## config.mk

```make
export PLATFORM = sky130hd
export DESIGN_NAME = writer_flat
export DESIGN_NICKNAME = d
export VERILOG_FILES = /design/src/rtl/writer_if.sv /design/src/rtl/writer.sv /design/src/flat_wrapper.sv
export SDC_FILE = /design/constraint.sdc
export NUM_CORES = 1
export LEC_CHECK = 0
export ABC_CLOCK_PERIOD_IN_PS = 1300
export BUFFER_PORTS_ARGS = -buffer_cell sky130_fd_sc_hd__buf_2
export CAP_MARGIN = 10
export CORE_MARGIN = 2
export CORE_UTILIZATION = 35
export CTS_BUF_LIST = sky130_fd_sc_hd__clkbuf_8
export DETAILED_ROUTE_END_ITERATION = 12
export HOLD_SLACK_MARGIN = 0.05
export PLACE_DENSITY = 0.62
export SYNTH_ARGS = -nofsm -noshare
export SYNTH_HDL_FRONTEND = slang
export SYNTH_SLANG_ARGS = --single-unit
```

## constraint.sdc

```tcl
create_clock -name sclk -period 1.3 [get_ports sclk]
set_input_delay 0.26 -clock sclk [delete_from_list [all_inputs] [get_ports sclk]]
set_output_delay 0.26 -clock sclk [all_outputs]
set_load 0.01 [all_outputs]
```

## src/rtl/writer_if.sv

```systemverilog
// writer_if: parallel-load / serial-out handshake bundle for the writer.
//   slave  modport (writer side): load, din, enable, abort in;
//                                 mosi, ready, busy, done, bits_left out.
//   master modport (producer side): the mirror image.
//   width : word length in bits; bits_left is clog2(width+1) bits wide.
interface writer_if #(
  parameter int width = 64
);
  logic                         load;
  logic [width-1:0]             din;
  logic                         enable;
  logic                         abort;
  logic                         mosi;
  logic                         ready;
  logic                         busy;
  logic                         done;
  logic [$clog2(width+1)-1:0]   bits_left;

  modport master (
    output load, din, enable, abort,
    input  mosi, ready, busy, done, bits_left
  );

  modport slave (
    input  load, din, enable, abort,
    output mosi, ready, busy, done, bits_left
  );
endinterface

```

## src/rtl/writer.sv

```systemverilog
// writer: parallel-in, serial-out shift register (SPI-style transmit side).
//   sclk     : shift clock, all state changes on posedge
//   clear_n  : asynchronous active-low clear
//   bus      : writer_if.slave
//     load/din   capture a word while ready (IDLE)
//     enable     shift qualifier shared with the paired reader
//     abort      synchronous cancel of the word in flight
//     mosi       MSB of the shift register while busy, 0 when idle
//     ready/busy IDLE / SHIFT indication, always complementary
//     done       registered one-cycle pulse after the last bit
//     bits_left  bits of the current word not yet consumed
// The word leaves MSB first; mosi is valid in the cycle right after the
// load edge, so the reader samples bit width-1 on the first enabled edge.
module writer #(
  parameter int width = 64
) (
  input  logic     sclk,
  input  logic     clear_n,
  writer_if.slave  bus
);

  localparam int CW = $clog2(width + 1);

  typedef enum logic {
    IDLE  = 1'b0,
    SHIFT = 1'b1
  } state_t;

  state_t           state_q, state_d;
  logic [width-1:0] shreg_q, shreg_d;
  logic [CW-1:0]    left_q,  left_d;
  logic             done_q,  done_d;

  always_ff @(posedge sclk or negedge clear_n) begin
    if (!clear_n) begin
      state_q <= IDLE;
      shreg_q <= '0;
      left_q  <= '0;
      done_q  <= 1'b0;
    end else begin
      state_q <= state_d;
      shreg_q <= shreg_d;
      left_q  <= left_d;
      done_q  <= done_d;
    end
  end

  always_comb begin
    state_d = state_q;
    shreg_d = shreg_q;
    left_d  = left_q;
    done_d  = 1'b0;
    case (state_q)
      IDLE: begin
        // enable and abort are meaningless here; load alone starts a word
        if (bus.load) begin
          shreg_d = bus.din;
          left_d  = CW'(width);
          state_d = SHIFT;
        end
      end
      SHIFT: begin
        // abort outranks enable; load is never sampled while shifting
        if (bus.abort) begin
          shreg_d = '0;
          left_d  = '0;
          state_d = IDLE;
        end else if (bus.enable) begin
          shreg_d = {shreg_q[width-2:0], 1'b0};
          if (left_q == CW'(1)) begin
            left_d  = '0;
            state_d = IDLE;
            done_d  = 1'b1;
          end else begin
            left_d  = left_q - CW'(1);
          end
        end
      end
      default: begin
        state_d = IDLE;
      end
    endcase
  end

  assign bus.busy      = (state_q == SHIFT);
  assign bus.ready     = (state_q == IDLE);
  assign bus.mosi      = shreg_q[width-1] & bus.busy;
  assign bus.done      = done_q;
  assign bus.bits_left = left_q;

endmodule

```

## src/flat_wrapper.sv

```systemverilog
// flat-port wrapper written by rule: the top's interface ports become plain ports
module writer_flat 
#(
  parameter int width = 64
)
  (sclk, clear_n, bus_load, bus_din, bus_enable, bus_abort, bus_mosi, bus_ready, bus_busy, bus_done, bus_bits_left);
  writer_if #(.width(width)) bus_i ();
  input  logic sclk;
  input  logic clear_n;
  input wire logic [$bits(bus_i.load)-1:0] bus_load;
  input wire logic [$bits(bus_i.din)-1:0] bus_din;
  input wire logic [$bits(bus_i.enable)-1:0] bus_enable;
  input wire logic [$bits(bus_i.abort)-1:0] bus_abort;
  output wire logic [$bits(bus_i.mosi)-1:0] bus_mosi;
  output wire logic [$bits(bus_i.ready)-1:0] bus_ready;
  output wire logic [$bits(bus_i.busy)-1:0] bus_busy;
  output wire logic [$bits(bus_i.done)-1:0] bus_done;
  output wire logic [$bits(bus_i.bits_left)-1:0] bus_bits_left;
  assign bus_i.load = bus_load;
  assign bus_i.din = bus_din;
  assign bus_i.enable = bus_enable;
  assign bus_i.abort = bus_abort;
  assign bus_mosi = bus_i.mosi;
  assign bus_ready = bus_i.ready;
  assign bus_busy = bus_i.busy;
  assign bus_done = bus_i.done;
  assign bus_bits_left = bus_i.bits_left;
  writer #(.width(width)) u_core (.sclk(sclk), .clear_n(clear_n), .bus(bus_i));
endmodule
```

==> flow_summary.ini <==
[sta]
max_freq_ghz = 0.716
finClkSkew_ns = 0.00961
period_share_pct = 107
final.setup.worst_slack_ns = -0.0964
rsz0062_at_grt = yes
fin_hold_ws_ns = 0.152
setup-violations-final = 74
worst_pin_slew_ns = 0.408
relSlewSlack_pct = 72.8
hold_viol = 0
drv_slew = 0
fin_crit_ns = 1.40

[grt]
grt_pass1_wl_mm = 15.5
use_met2_pct = 27.5
grt.busiest_layer = met2
met1_usage_pct = 24.6
grtUsageTotal_pct = 17.7
overflow = 0
grt_antenna_before_repair = 0
grt_max_degree = 47
grt_pass1_vias = 3007
grt_use_met3_pct = 3.81

[clock_tree]
cts.sink_count = 73
cts_buffers = 9
clkLatencyLatePin_ns = 0.34
clockBufferDepth = 2
h-tree-depth = 3
cts_tree = built
cts-root-buf = clkbuf_8
clk_pin_slew_ns = 0.08

[routing]
drt-total-wl_mm = 9.96
via_per_inst = 5.17
drc = 0
ant_nets = 0
firstDrtPassIters = 4
vias = 3068
drtIter0Drc = 143
post_drt_wl_per_cell_um = 16.8

[logic_synthesis]
synth_edf_count = 0
ys_types = 32
synthArstFlopShare_pct = 100
syn_nets = 410
yosys_warnings = 0
syn_area_per_cell_um2 = 10.5
synth_area_um2 = 3550
syn_inst = 339
ys_ff_latch = 73
synth-main-ff-cell = dfrtp_1
yosysSeqAreaShare_pct = 51.4

[layout]
fill_cells = 922
area_delta_synth_final_pct = 43.4
final_cells = 593
antenna_cells = 0
final_nets = 526
multiInputGateArea_um2 = 1750
fin_area_um2 = 5090
regArea_um2 = 1830
drive_gt1_share_pct = 49.3

[setup_path]
r2r_cells = 6
r2r_start = u_core.bus.busy$_DFF_PN0_
critical_path_class = reg -> reg
startpoint = u_core.bus.busy$_DFF_PN0_
r2r-end = u_core.bus.bits_left[2]$_DFFE_PN0P_
path_depth = 6
r2r_slack_ns = -0.1
startpoint_type = register
crit_chain = o21a_4, nor2_4, buf_12, buf_6, o21ai_1, o21ai_1
crit_arrival_ns = 1.65
cpMostUsedCell = o21ai_1
slowest_stage = dfrtp_2
end_kind = register
worstSetupEndpoint = u_core.bus.bits_left[2]$_DFFE_PN0P_
critPathRequiredTime_ns = 1.56
path_delay_family = flip-flops
cp_max_fo = 14
critical_path_buf_inv_count = 2
cpPeakStageDelay_ns = 0.47

[place]
dpl.cell_count = 552
post-place-ws_ns = -0.149
placed_cell_area_um2 = 4310
gp_congestion = 0.851
io_buffer_count = 79
dp_hpwl_mm = 5.69

[die]
core_area_um2 = 9820
ioPinCount = 80
die_area_um2 = 11000
core.rowCount = 36
die_y_um = 105
die_w_um = 105
start_util_pct = 36.2

[pwr]
powerDensity_nw_per_um2 = 1750
ir_drop_uv = 921
leakage_nw = 2.25

[worst_hold_path]
hold_class = in -> reg

[status]
status = complete, but fails checks
failed_checks = negative setup slack

[run]
max_cap_viol_count = 0
## layout make-up
type,count,area share [%]
clock inverters,7,1.70
well taps,133,3.27
repair buffers,133,21.8
clock buffers,9,2.43
inverters,4,0.344
multi-input cells,234,34.4
flip-flops and latches,73,36.0
## routing by layer
layer  share of wire (%)  up-vias
met5                   0        -
met4                0.79        0
met2                  48       83
met1                  47     1517
met3                 4.2        7
li1                    -     1461
## worst min path at each step
stage / from / to / slack (ns) / depth (start not counted)
3_3_place_gp: clear_n / u_core.shreg_q[59]$_DFFE_PN0P_ / 0.18 / 1
5_1_grt: bus_din[61] / u_core.shreg_q[61]$_DFFE_PN0P_ / 0.15 / 3
2_1_floorplan: clear_n / u_core.bus.bits_left[0]$_DFFE_PN0P_ / -0.04 / 0
6_report: bus_din[0] / u_core.shreg_q[0]$_DFFE_PN0P_ / 0.15 / 3
4_1_cts: bus_din[0] / u_core.shreg_q[0]$_DFFE_PN0P_ / 0.14 / 3
3_5_place_dp: clear_n / u_core.shreg_q[59]$_DFFE_PN0P_ / 0.18 / 1
## layout by cell type, fill, tap and decap left out, drive strengths merged, types with 3 or more instances in the layout
cell type,instances
a21oi,4
dfrtp,73
clkinv,3
nor2,132
nand3,3
buf,128
inv,5
nand2,7
clkbuf,13
o21ai,7
a221oi,63
## tightest hold or removal path, cell delays in order
cell and delay, ns:
buf_2 0.09, nand2_1 0.04, o21ai_0 0.06
## report_power, final
part	leakage, nW	switching [mW]	internal [mW]
Clock	0.110	0.829	1.06
Combinational	1.28	1.67	1.67
Sequential	0.854	0.612	3.04
## cell families after synthesis
logic type | Yosys count | synth area share [%]
buffers and inverters | 32 | 5.42
and+or+nand+nor | 150 | 17.1
adders and majority gates | 2 | 0.704
AOI/OAI and AO/OA | 81 | 25.1
DFF | 73 | 51.4
xor gates and xnor gates | 1 | 0.247
## cells in the mapped netlist, drive strengths merged, types with 2 or more instances
| cell type | instances | share of area [%] |
|---|---|---|
| nor2 | 132 | 14 |
| dfrtp | 73 | 51 |
| a221oi | 63 | 22 |
| buf | 24 | 4.6 |
| nand2 | 7 | 0.74 |
| o21ai | 7 | 0.99 |
| a21oi | 4 | 0.56 |
| clkbuf | 4 | 0.42 |
| inv | 4 | 0.42 |
| nand3 | 3 | 0.42 |
| ha | 2 | 0.70 |
| nor2b | 2 | 0.42 |
| nor4 | 2 | 0.78 |
| o22ai | 2 | 0.35 |
## per-stage QoR
stage	utilization (%)	TNS (ns)	total power [mW]
6_report	51.9	-3.36	8.89
5_1_grt	51.9	-7.76	9.48
4_1_cts	48.9	-2.21	8.54
3_5_place_dp	43.8	-3.07	6.19
3_3_place_gp	43.8	-1.29	6.07
2_1_floorplan	-	0	5.26
## state kept, by name, indices dropped and copies added (netlist names)
signal,flops
u_core.bus.done,1
u_core.bus.busy,1
u_core.shreg_q,64
u_core.bus.bits_left,7
## repair_timing
| action | in CTS | in global routing |
|---|---|---|
| endpoints found under the setup margin | 69 | 80 |
| cloned | 2 | 4 |
| pin swaps | 10 | 2 |
| setup buffers | 12 | 6 |
| hold buffers | 1 | 0 |
| gates resized for setup | 32 | 30 |
| endpoints found under the hold margin | 19 | 0 |
Note: power is estimated with default switching activity, not from simulation.
